[src/rtl/sonar_tx_frame_pkg.sv]
// Shared types, constants and helpers for the sonar frame sequencer.
// SONAR_TX_CHECKSUM_EN adds a checksum character before the terminator.
package sonar_pkg;

  localparam int unsigned ESTADO_W = 4;
  localparam int unsigned IDX_W    = 4;
  localparam int unsigned BCD_W    = 12;
  localparam int unsigned CHAR_W   = 7;

`ifdef SONAR_TX_CHECKSUM_EN
  localparam int unsigned ULTIMO = 8;
`else
  localparam int unsigned ULTIMO = 7;
`endif

  // Codes double as the debug state display.
  typedef enum logic [ESTADO_W-1:0] {
    ST_INICIAL   = 4'd0,
    ST_CARREGA   = 4'd1,
    ST_TRANSMITE = 4'd2,
    ST_ESPERA    = 4'd3,
    ST_PROXIMO   = 4'd4,
    ST_FINAL     = 4'd5,
    ST_ABORTA    = 4'd6
  } estado_t;

  localparam logic [CHAR_W-1:0] ASCII_ZERO      = 7'h30;
  localparam logic [CHAR_W-1:0] ASCII_INTERROG  = 7'h3F;
  localparam logic [CHAR_W-1:0] ASCII_VIRGULA   = 7'h2C;
  localparam logic [CHAR_W-1:0] ASCII_CERQUILHA = 7'h23;

  typedef struct packed {
    logic [BCD_W-1:0] angulo;
    logic [BCD_W-1:0] distancia;
  } snapshot_t;

  function automatic logic [CHAR_W-1:0] bcd_to_ascii(input logic [3:0] d);
    return (d <= 4'd9) ? ASCII_ZERO + CHAR_W'(d) : ASCII_INTERROG;
  endfunction

endpackage

[src/rtl/sonar_tx_frame_if.sv]
// Start/done handshake between the frame sequencer and the UART transmitter.
interface sonar_tx_frame_if;
  logic       tx_partida;
  logic [6:0] tx_dado;
  logic       tx_pronto;

  modport master (output tx_partida, output tx_dado, input tx_pronto);
  modport slave  (input tx_partida, input tx_dado, output tx_pronto);
endinterface

[src/rtl/sonar_tx_frame_mux.sv]
// Character selector: frame index + snapshot -> ASCII code.
// SONAR_TX_CHECKSUM_EN inserts a hex checksum character before the terminator.
module sonar_tx_mux
  import sonar_pkg::*;
#(
  parameter logic [7:0] SEPARADOR  = 8'h2C,
  parameter logic [7:0] TERMINADOR = 8'h23
) (
  input  logic [IDX_W-1:0]  indice,
  input  snapshot_t         snapshot,
  output logic [CHAR_W-1:0] dado
);

  logic [CHAR_W-1:0] car [7];

  always_comb begin
    car[0] = bcd_to_ascii(snapshot.angulo[11:8]);
    car[1] = bcd_to_ascii(snapshot.angulo[7:4]);
    car[2] = bcd_to_ascii(snapshot.angulo[3:0]);
    car[3] = SEPARADOR[CHAR_W-1:0];
    car[4] = bcd_to_ascii(snapshot.distancia[11:8]);
    car[5] = bcd_to_ascii(snapshot.distancia[7:4]);
    car[6] = bcd_to_ascii(snapshot.distancia[3:0]);
  end

`ifdef SONAR_TX_CHECKSUM_EN
  // Only the low nibble of the running sum matters for mod 16.
  logic [3:0]        soma;
  logic [CHAR_W-1:0] checksum;

  always_comb begin
    soma = 4'd0;
    for (int i = 0; i < 7; i++) soma = soma + car[i][3:0];
    checksum = (soma <= 4'd9) ? 7'h30 + CHAR_W'(soma) : 7'h37 + CHAR_W'(soma);
  end
`endif

  always_comb begin
    dado = '0;
    if (indice < IDX_W'(7))
      dado = car[indice[2:0]];
    else if (indice == IDX_W'(ULTIMO))
      dado = TERMINADOR[CHAR_W-1:0];
`ifdef SONAR_TX_CHECKSUM_EN
    else if (indice == IDX_W'(7))
      dado = checksum;
`endif
  end

endmodule

[src/rtl/sonar_tx_frame.sv]
// Sends "AAA,DDD#" one character per transmitter start/done transaction.
// SONAR_TX_CHECKSUM_EN adds a checksum character before '#'.
module sonar_tx_frame
  import sonar_pkg::*;
#(
  parameter logic [7:0]  SEPARADOR      = {1'b0, ASCII_VIRGULA},
  parameter logic [7:0]  TERMINADOR     = {1'b0, ASCII_CERQUILHA},
  parameter int unsigned TIMEOUT_CICLOS = 50000
) (
  input  logic                clock,
  input  logic                reset,
  input  logic                iniciar,
  input  logic [BCD_W-1:0]    angulo,
  input  logic [BCD_W-1:0]    distancia,
  sonar_tx_frame_if.master    tx,
  output logic                ocupado,
  output logic                pronto,
  output logic                erro,
  output logic [ESTADO_W-1:0] db_estado
);

  localparam int unsigned TIMER_W = (TIMEOUT_CICLOS > 1) ? $clog2(TIMEOUT_CICLOS) : 1;
  localparam logic [TIMER_W-1:0] TIMER_LIM =
    TIMER_W'((TIMEOUT_CICLOS > 0) ? TIMEOUT_CICLOS - 1 : 0);

  estado_t              estado, estado_n;
  logic [IDX_W-1:0]     indice, indice_n;
  logic [TIMER_W-1:0]   timer, timer_n;
  snapshot_t            snap, snap_n;
  logic                 partida;
  logic [CHAR_W-1:0]    dado;

  // State, counters, snapshot and outputs decoded from the next state.
  always_ff @(posedge clock or negedge reset) begin
    if (!reset) begin
      estado    <= ST_INICIAL;
      indice    <= '0;
      timer     <= '0;
      snap      <= '0;
      partida   <= 1'b0;
      ocupado   <= 1'b0;
      pronto    <= 1'b0;
      erro      <= 1'b0;
      db_estado <= '0;
    end else begin
      estado    <= estado_n;
      indice    <= indice_n;
      timer     <= timer_n;
      snap      <= snap_n;
      partida   <= (estado_n == ST_TRANSMITE);
      ocupado   <= (estado_n != ST_INICIAL);
      pronto    <= (estado_n == ST_FINAL);
      erro      <= (estado_n == ST_ABORTA);
      db_estado <= estado_n;
    end
  end

  always_comb begin
    estado_n = estado;
    indice_n = indice;
    timer_n  = timer;
    snap_n   = snap;
    case (estado)
      ST_INICIAL:   if (iniciar) estado_n = ST_CARREGA;
      ST_CARREGA: begin
        snap_n   = '{angulo: angulo, distancia: distancia};
        indice_n = '0;
        estado_n = ST_TRANSMITE;
      end
      ST_TRANSMITE: begin
        timer_n  = '0;
        estado_n = ST_ESPERA;
      end
      ST_ESPERA: begin
        timer_n = timer + TIMER_W'(1);
        // A done pulse in the timeout cycle still counts as success.
        if (tx.tx_pronto)
          estado_n = ST_PROXIMO;
        else if ((TIMEOUT_CICLOS != 0) && (timer == TIMER_LIM))
          estado_n = ST_ABORTA;
      end
      ST_PROXIMO: begin
        if (indice == IDX_W'(ULTIMO)) begin
          estado_n = ST_FINAL;
        end else begin
          indice_n = indice + IDX_W'(1);
          estado_n = ST_TRANSMITE;
        end
      end
      ST_FINAL:     estado_n = ST_INICIAL;
      ST_ABORTA:    estado_n = ST_INICIAL;
      default:      estado_n = ST_INICIAL;
    endcase
  end

  sonar_tx_mux #(
    .SEPARADOR  (SEPARADOR),
    .TERMINADOR (TERMINADOR)
  ) u_mux (
    .indice   (indice),
    .snapshot (snap),
    .dado     (dado)
  );

  assign tx.tx_partida = partida;
  assign tx.tx_dado    = ocupado ? dado : '0;

endmodule

[src/flat_wrapper.sv]
// flat-port wrapper written by rule: the top's interface ports become plain ports
module sonar_tx_frame_flat import sonar_pkg::*;
#(
  parameter logic [7:0]  SEPARADOR      = {1'b0, ASCII_VIRGULA},
  parameter logic [7:0]  TERMINADOR     = {1'b0, ASCII_CERQUILHA},
  parameter int unsigned TIMEOUT_CICLOS = 50000
)
  (clock, reset, iniciar, angulo, distancia, ocupado, pronto, erro, db_estado, tx_tx_partida, tx_tx_dado, tx_tx_pronto);
  sonar_tx_frame_if tx_i ();
  input  logic clock;
  input  logic reset;
  input  logic iniciar;
  input  logic [BCD_W-1:0] angulo;
  input  logic [BCD_W-1:0] distancia;
  output logic ocupado;
  output logic pronto;
  output logic erro;
  output logic [ESTADO_W-1:0] db_estado;
  output wire logic [$bits(tx_i.tx_partida)-1:0] tx_tx_partida;
  output wire logic [$bits(tx_i.tx_dado)-1:0] tx_tx_dado;
  input wire logic [$bits(tx_i.tx_pronto)-1:0] tx_tx_pronto;
  assign tx_tx_partida = tx_i.tx_partida;
  assign tx_tx_dado = tx_i.tx_dado;
  assign tx_i.tx_pronto = tx_tx_pronto;
  sonar_tx_frame #(.SEPARADOR(SEPARADOR), .TERMINADOR(TERMINADOR), .TIMEOUT_CICLOS(TIMEOUT_CICLOS)) u_core (.clock(clock), .reset(reset), .iniciar(iniciar), .angulo(angulo), .distancia(distancia), .tx(tx_i), .ocupado(ocupado), .pronto(pronto), .erro(erro), .db_estado(db_estado));
endmodule
[config.mk]
export PLATFORM = sky130hd
export DESIGN_NAME = sonar_tx_frame_flat
export DESIGN_NICKNAME = d
export VERILOG_FILES = /design/src/rtl/sonar_tx_frame_pkg.sv /design/src/rtl/sonar_tx_frame_if.sv /design/src/rtl/sonar_tx_frame_mux.sv /design/src/rtl/sonar_tx_frame.sv /design/src/flat_wrapper.sv
export SDC_FILE = /design/constraint.sdc
export NUM_CORES = 1
export LEC_CHECK = 0
export CORE_MARGIN = 2
export CORE_UTILIZATION = 51
export DETAILED_ROUTE_END_ITERATION = 8
export GPL_ROUTABILITY_DRIVEN = 1
export GPL_TIMING_DRIVEN = 0
export HOLD_SLACK_MARGIN = 0.15
export PLACE_DENSITY_LB_ADDON = 0.2
export SLEW_MARGIN = 0
export SYNTH_ARGS = -nofsm -noshare
export SYNTH_HDL_FRONTEND = slang
export SYNTH_SLANG_ARGS = --single-unit
[constraint.sdc]
create_clock -name clock -period 2.2 [get_ports clock]
set_input_delay 0.22 -clock clock [delete_from_list [all_inputs] [get_ports clock]]
set_output_delay 0.22 -clock clock [all_outputs]
set_load 0.05 [all_outputs]
Word-level counts from Yosys, hierarchy flattened
Cells that the tools add are included.

cells by class
  add/subtract/negate cells = 8
  order comparisons = 8
  equal/unequal tests = 10
  muxes and demuxes = 20
  bitwise logic cells = 1
  reduce and logical (&&, ||, !) cells = 5

operators by type and width
  cell                                                                           number
  7-bit two-way mux                                                              10
  6-bit by 4-bit adder with 7-bit output (first input constant)                  6
  16-bit one-hot mux with 2 select lines                                         1
  4-bit <= comparator (second input constant)                                    6
  7-bit binary-select mux with 3-bit select                                      1
  4-bit one-hot mux with 5 select lines                                          1
  16-bit by 1-bit adder with 16-bit output (second input constant)               1
  16-bit == test (second input constant)                                         1
  4-bit by 3-bit == test with 1-bit output (second input constant)               4
  4-bit two-way mux                                                              4
  4-bit by 2-bit == test with 1-bit output (second input constant)               3
  4-bit one-hot mux with 2 select lines                                          1
  6-bit two-way mux                                                              1
  4-bit by 1-bit adder with 4-bit output (second input constant)                 1
  4-bit by 1-bit == test with 1-bit output (second input constant)               1
  4-bit >= comparator (second input constant)                                    1
  4-bit logical NOT                                                              1
  4-bit by 3-bit less-than comparator with 1-bit output (second input constant)  1
  3-bit NOT with 4-bit output                                                    1
  2-bit nonzero test                                                             2
  4-bit nonzero test                                                             1
  3-bit two-way mux                                                              1
  2-bit inequality test (second input constant)                                  1
  2-bit AND reduction                                                            1

storage, ports and cells
  register bits = 52
  input port bits = 28
  output and inout bits = 15
  word-level logic and storage cells = 61

Depth between registers and ports, before layout
Gate-level depths: netlist (run 1).

  depth after elaboration = 7
  depth in mapped cells = 6
  depth with buffers taken out = 5

Hierarchy
Synthesis (run 1) repeated with hierarchy kept, for this count alone.

second synthesis, totals
  cells, all modules = 337
  area total of the unflattened synthesis = 2,911.5 µm²

by module, submodules not included
  module          instances  cells each  area an instance (µm²)  seq. area each (µm²)
  sonar_tx_frame  1          272         2,503.7                 1,301.2
  sonar_tx_mux    1          65          407.9                   0.0

Worst setup path before layout (run 1)
Ideal clock, no wire load.

  path type = reg2out
  from = register u_core.ocupado
  to = output port tx_tx_dado[2]
  data arrival time = 2.598 ns
  data required time = 1.980 ns
  setup slack = -0.618 ns
  stages on the path, launching flop included = 5
  path buffers = 1
  cell sequence = dfrtp_1 -> nand2b_1 -> clkbuf_1 -> a21o_1 -> nor4_1

between the ends
  word-level cells in the longest chain between the ends = 1

RTL lines
  what                      RTL line               source
  start: declaration        sonar_tx_frame.sv:16   output logic ocupado,
  start signal: assignment  sonar_tx_frame.sv:51   ocupado <= (estado_n != ST_INICIAL);
  7-bit two-way mux         sonar_tx_frame.sv:106  assign tx.tx_dado = ocupado ? dado : '0;
  end: declaration          flat_wrapper.sv:20     output wire logic [$bits(tx_i.tx_dado)-1:0] tx_tx_dado;

No other way between the ends.

Final worst setup path (run 1)
  from = register u_core.indice[0]
  to = output port tx_tx_dado[1]

between the ends
  word-level cells in the longest chain between the ends = 6
  elaborated cells between the ends (all ways) = 9
  classes of those cells = order compare: 1; eq/ne: 1; mux: 6; bitwise: 1

RTL lines
  what                                                   RTL line                  source
  start: declaration                                     sonar_tx_frame.sv:27      logic [IDX_W-1:0] indice, indice_n;
  start signal: assignment                               sonar_tx_frame.sv:47      indice <= indice_n;
  3-bit NOT with 4-bit output (implied by the code)      sonar_tx_frame_mux.sv:41  dado = car[indice[2:0]];
  7-bit binary-select mux with 3-bit select              sonar_tx_frame_mux.sv:41
  7-bit two-way mux (implied by the code) (2 in series)  sonar_tx_frame_mux.sv:41
  7-bit two-way mux (*)                                  sonar_tx_frame_mux.sv:40  if (indice < IDX_W'(7))
  7-bit two-way mux (*)                                  sonar_tx_frame.sv:106

Mark *: on every way between the ends. The rest lies on a longest branch, timed or not. The select of a mux whose other input is x is not followed.

==> results of run 1 <==
## final timing paths
path                             startpoint                to  slack [ps]
hold / removal                        reset   u_core.snap[15]         370
min in group clock             distancia[0]    u_core.snap[0]         460
max in group asynchronous             reset   u_core.timer[2]        1290
setup reg to reg            u_core.timer[0]  u_core.timer[14]         420
setup / recovery           u_core.indice[0]     tx_tx_dado[1]          90
hold reg to reg              u_core.snap[4]    u_core.snap[4]         520
## per-layer routing
layer  share of wire, %  wire (um)  vias up  GRT usage [%]
li1                   -          -     1161              -
met1                 44       2750     1121           26.5
met2                 50       3130       64           37.1
met3                4.5        281       12           4.02
met4                1.8        114        0           6.67
met5                  0          0        -              0
## layout make-up
class / instances / area (um^2) / area share, %
multi-input combinational: 211 / 1420 / 40.9
clock buffer: 7 / 86.3 / 2.49
sequential: 52 / 1300 / 37.5
inverter: 7 / 26.3 / 0.757
buffer: 19 / 119 / 3.42
clock inverter: 1 / 7.51 / 0.216
timing repair buffer: 43 / 423 / 12.2
tap: 72 / 90.1 / 2.59
## synth_stat cells, types with 3 or more instances
cell type	instances
a211oi_1	6
a21oi_1	9
a22o_1	3
a31oi_1	9
and3_1	4
buf_2	4
buf_4	7
clkbuf_1	6
dfrtp_1	52
ha_1	3
inv_1	6
mux2_2	22
mux2i_1	8
nand2_1	26
nand2b_1	4
nand3_1	10
nand3b_1	3
nand4_1	4
nor2_1	24
nor3_1	11
nor4_1	5
o211ai_1	4
o21ai_0	25
## logic make-up (layout without fill, tap and decap cells)
family / Yosys count / after routing / share of synthesized area [%]
xor gates and xnor gates: 1 / 1 / 0.310
other: 1 / 2 / 0.133
adders and majority gates: 3 / 3 / 1.33
muxes: 30 / 30 / 11.6
DFF: 52 / 52 / 46.0
and+or+nand+nor: 105 / 105 / 20.4
AOI/OAI and AO/OA: 70 / 70 / 15.4
buffers and inverters: 26 / 77 / 4.82
## flip-flops by register name, summed over array words and instances, names as in the netlist
signal,count
u_core.db_estado,4
u_core.snap,24
u_core.ocupado,1
u_core.timer,16
u_core.indice,4
u_core.erro,1
u_core.tx.tx_partida,1
u_core.pronto,1
## what timing repair did
| action | in CTS | in global routing |
|---|---|---|
| hold endpoints to repair | 16 | 0 |
| hold buffers | 1 | 0 |
| pin swaps | 0 | 1 |
| gates resized for setup | 29 | 18 |
| setup endpoints to repair | 6 | 6 |
## metrics by stage
stage          total power (uW)  std cells  setup WS, ps  util (%)
6_report                   2570        412          90.3      63.8
5_1_grt                    2710        412         0.498      63.8
4_1_cts                    2570        412          11.0      63.4
3_5_place_dp               2020        403          -471      61.8
3_3_place_gp               1990        402          -631      61.5
2_1_floorplan              1760        289         -62.7         -
## report_power, final
group / switching [uW] / leakage, uW / internal (uW)
logic: 376 / 0.000737 / 333
clock network: 313 / 0.0000445 / 256
registers: 159 / 0.000668 / 1130
total: 848 / 0.00145 / 1720
==> results.py, run 1 <==
metrics = {
    "setup_path": {
        "crit_arrival_ps": 1890,
        "crit_family": "simple AND/OR/NAND/NOR gates",
        "end_kind": "output port",
        "crit_fanout": 9,
        "critical_path_class": "flop to output port",
        "crit_slowest_cell": "dfrtp_1",
        "cpPeakStageDelay_ps": 400,
        "required_ps": 1980,
        "crit_cells": 5,
        "cp_num_buf_inv": 2,
        "r2r_cells": 6,
        "critPathLaunchType": "flop",
        "cp_cell_sequence": "buf_2 -> nand2b_1 -> or3_1 -> a41oi_2 -> buf_6",
    },
    "clock_tree": {
        "root_buffer": "clkbuf_8",
        "h-tree-depth": 2,
        "cts.clk_slew.worst_paths_ps": 90,
        "cts_setup_buffers": 0,
        "cts_made_buffers": 5,
        "cts_max_path_buffers": 2,
        "insertion_delay_ps": 310,
        "cts_tree": "done",
        "cts_sinks": 52,
    },
    "cells_and_area": {
        "num_antenna_cells": 0,
        "fill_cells": 450,
        "layout-drive-gt1-share_pct": 19.1,
        "fin_area_um2": 3470,
        "mostFrequentLayoutCell": "dfrtp_1",
        "syn2layout_area_growth_pct": 22.8,
        "final_cell_mix": "dfrtp_1 (52), clkdlybuf4s50_1 (34), nand2_1 (26)",
        "num-nets-final": 370,
    },
    "grt": {
        "groute.usage.overall_pct": 21.2,
        "grt_pass1_vias": 2292,
        "antenna_found_initial": 0,
        "grt_max_degree": 37,
        "grt-ovfl-total": 0,
        "grt_pass1_wl_um": 10500,
    },
    "floorplanning": {
        "rows": 27,
        "die_w_um": 78.4,
        "start_util_pct": 52.0,
        "coreArea_um2": 5440,
        "die_area_um2": 6150,
        "die_h_um": 78.4,
        "ios": 43,
    },
    "sta": {
        "max-slew-margin-rel_pct": 66.3,
        "worst_pin_slew_ps": 504,
        "drv_slew": 0,
        "hold_slack_ps": 369,
        "setup_violations": 0,
        "post-route-period-util_pct": 95.9,
        "hold_viol": 0,
        "rsz0062_at_grt": "yes",
        "clock.fmax_mhz": 474,
        "skew_ps": 10.4,
        "period_needed_ps": 2110,
        "setup_tns_ps": 0,
    },
    "detailed_routing": {
        "drt_pass1_iterations": 4,
        "vias": 2358,
        "drt-initial-drc-count": 97,
        "detail_route.wl_per_cell_um": 15.2,
        "vias_per_cell": 5.72,
        "ant_nets": 0,
        "drc": 0,
        "wl_um": 6280,
    },
    "logic_synthesis": {
        "synth_top_area_cell": "dfrtp_1",
        "synthTopCellsByArea": "dfrtp_1 (46%), mux2_2 (8.8%), o21ai_0 (4.4%)",
        "synth-edff-count": 0,
        "ys_ff_latch": 52,
        "synthArstFlopShare_pct": 100,
        "synth.avg_cell_area_um2": 9.81,
        "syn_area_um2": 2830,
        "synth_seq_area_share_pct": 46.0,
        "netlist.area_leader.share_pct": 46.0,
        "yosysUniqueCellTypes": 50,
        "synth_ff_type": "dfrtp_1",
        "synthCells": 288,
        "synth_warnings": 0,
    },
    "placed_design": {
        "io_buffers": 41,
        "gp_congestion": 0.959,
        "dpl.hpwl_um": 4590,
        "placed_cell_area_um2": 3360,
    },
    "pwr": {
        "static-leakage-power_uw": 0.00145,
        "p_per_area_nw_per_um2": 740,
        "ir_worst_vdd_mv": 0.338,
    },
    "worst_hold_path": {
        "hold_class": "primary input to asynchronous set/reset pin",
    },
    "outcome": {
        "outcome": "finished, final reports clean",
    },
    "job": {
        "max-cap-violations": 0,
    },
}
Note: power is estimated with default switching activity, not from simulation.
==> run 2: changes to the inputs <==
--- a/config.mk
+++ b/config.mk
@@ -5,6 +5,7 @@
 export SDC_FILE = /design/constraint.sdc
 export NUM_CORES = 1
 export LEC_CHECK = 0
+export ABC_AREA = 1
 export CORE_MARGIN = 2
 export CORE_UTILIZATION = 51
 export DETAILED_ROUTE_END_ITERATION = 8
==> results.py, run 2 <==
metrics = {
    "detailed_routing": {
        "detail_route.wl_per_cell_um": 13.3,
        "drt_pass1_iterations": 4,
        "vias_per_cell": 5.21,
        "ant_nets": 0,
        "wl_um": 6040,
        "drt-initial-drc-count": 233,
        "drc": 0,
        "vias": 2371,
    },
    "setup_path": {
        "critical_path_class": "flop to output port",
        "crit_fanout": 9,
        "r2r_end": "u_core.ocupado",
        "rrSetupSlack_ps": 670,
        "end_kind": "output port",
        "required_ps": 1980,
        "reg2reg_from": "u_core.indice[0]",
        "critPathLaunchType": "flop",
        "crit_start": "u_core.indice[0]",
        "r2r_cells": 9,
        "crit_arrival_ps": 1830,
    },
    "logic_synthesis": {
        "syn_area_um2": 2840,
        "synthCells": 331,
        "synth_warnings": 0,
        "synth_ff_type": "dfrtp_1",
        "yosysMostFrequentCell": "nand2_1",
        "synth_seq_area_share_pct": 45.8,
        "netlist.area_leader.share_pct": 45.8,
        "netlist_top_cells_count": "nand2_1 (62), dfrtp_1 (52), nor2_1 (45)",
        "synth-edff-count": 0,
        "synth_top_area_cell": "dfrtp_1",
        "synth.avg_cell_area_um2": 8.58,
        "synthTopCellsByArea": "dfrtp_1 (46%), mux2_4 (9.0%), nand2_1 (8.2%)",
        "synthArstFlopShare_pct": 100,
        "yosysUniqueCellTypes": 34,
        "ys_ff_latch": 52,
    },
    "cells_and_area": {
        "largest_reg_flops": 24,
        "mostFrequentLayoutCell": "nand2_1",
        "reg.largest.list": "u_core.snap (24), u_core.timer (16)",
        "final_core_util_pct": 63.8,
        "fin_area_um2": 3470,
        "layout-drive-gt1-share_pct": 17.2,
        "num-nets-final": 413,
        "final_cell_mix": "nand2_1 (62), dfrtp_1 (51), nor2_1 (44)",
        "syn2layout_area_growth_pct": 22.2,
        "regMostFlops": "u_core.snap",
        "num_antenna_cells": 0,
    },
    "pwr": {
        "fin_total_pwr_uw": 2810,
        "pwr-share-comb_pct": 28.5,
        "static-leakage-power_uw": 0.00166,
        "p_sw_uw": 892,
        "p_sw_share_pct": 31.8,
        "clkPwrFrac_pct": 25.4,
        "p_per_area_nw_per_um2": 808,
        "ir_worst_vdd_mv": 0.405,
        "seqPwrFrac_pct": 46.1,
        "power.internal_uw": 1910,
    },
    "grt": {
        "grt_pass1_wl_um": 10200,
        "antenna_found_initial": 0,
        "grt-ovfl-total": 0,
        "groute.usage.overall_pct": 20.9,
        "grt_max_degree": 31,
        "grt_pass1_vias": 2190,
    },
    "floorplanning": {
        "die_w_um": 78.6,
        "die_area_um2": 6180,
        "coreArea_um2": 5440,
        "die_h_um": 78.6,
        "ios": 43,
        "rows": 27,
        "start_util_pct": 52.2,
    },
    "sta": {
        "post-route-period-util_pct": 93.0,
        "hold_viol": 0,
        "setup_violations": 0,
        "clock.fmax_mhz": 489,
        "drv_slew": 0,
        "skew_ps": 8.36,
        "period_needed_ps": 2050,
        "max-slew-margin-rel_pct": 64.0,
        "setup_tns_ps": 0,
        "hold_slack_ps": 431,
        "rsz0062_at_grt": "no",
        "worst_pin_slew_ps": 540,
    },
    "clock_tree": {
        "cts.clk_slew.worst_paths_ps": 100,
        "h-tree-depth": 2,
        "cts_max_path_buffers": 2,
        "cts_tree": "done",
        "root_buffer": "clkbuf_8",
        "cts_made_buffers": 5,
        "cts_sinks": 52,
        "insertion_delay_ps": 300,
    },
    "worst_hold_path": {
        "hold_class": "primary input to asynchronous set/reset pin",
    },
    "placed_design": {
        "dpl.hpwl_um": 4430,
        "gp_congestion": 0.895,
        "io_buffers": 41,
        "placed_cell_area_um2": 3360,
    },
    "job": {
        "max-cap-violations": 0,
    },
    "outcome": {
        "outcome": "finished, final reports clean",
    },
}
## run 2: final cells by class
class / count / area, um^2
Clock inverter: 1 / 30.0
Tap cell: 72 / 90.1
Clock buffer: 7 / 96.3
Fill cell: 466 / 1970
Multi-Input combinational cell: 237 / 1350
Inverter: 36 / 135
Timing Repair Buffer: 43 / 408
Sequential cell: 52 / 1300
Buffer: 7 / 58.8
## run 2: cell families (layout without fill, tap and decap cells)
kind of cell | count (synthesis) | in the layout | share of synthesized area [%]
compound gates | 54 | 54 | 10.4
simple gates | 160 | 160 | 26.1
flops | 52 | 52 | 45.8
mux | 18 | 18 | 9.38
buf+inv | 43 | 94 | 6.83
other cells | 1 | 2 | 0.132
fa+ha+maj | 3 | 3 | 1.32
## run 2: power by group through the flow
stage / clock, uW / combinational, uW / sequential (uW)
after global placement: 0 / 803 / 1300
after floorplan: 0 / 563 / 1300
after global routing: 768 / 876 / 1320
after CTS: 721 / 815 / 1290
after detailed placement: 0 / 816 / 1300
final: 712 / 801 / 1290
## run 2: timing repair
action	CTS	global route
hold endpoints to repair	22	0
setup endpoints to repair	6	6
setup buffers	0	0
pin swaps	0	0
hold buffers	1	0
gates resized for setup	15	17
## run 2: metrics by stage
stage / setup WS, ps / cells
after CTS: 41.6 / 455
after floorplan: 63.1 / 332
final: 154 / 455
after global placement: -640 / 445
after global routing: 11.0 / 455
after detailed placement: -107 / 446
## run 2: worst max-delay path, cell delays in order (launching register included)
cell and delay, ps:
dfrtp_2 500, ha_1 240, nand2_1 110, inv_1 70, nor2_1 150, nand2_1 70
nor2_1 110, buf_2 280
## run 2: per-layer routing
layer	vias to the layer above	wire length, um	GRT usage (%)
met1	1100	2910	30.7
met3	6	413	4.48
met4	0	58	5.61
met2	75	2660	31.5
met5	-	0	0
li1	1190	-	-
## run 2: how the worst max path moves through the flow
stage | endpoint | slack (ps)
floorplan | tx_tx_dado[4] | 60
global placement | u_core.snap[21] | -640
detailed placement | tx_tx_dado[0] | -110
CTS | tx_tx_dado[4] | 40
global route | tx_tx_dado[3] | 10
finish | tx_tx_dado[2] | 150
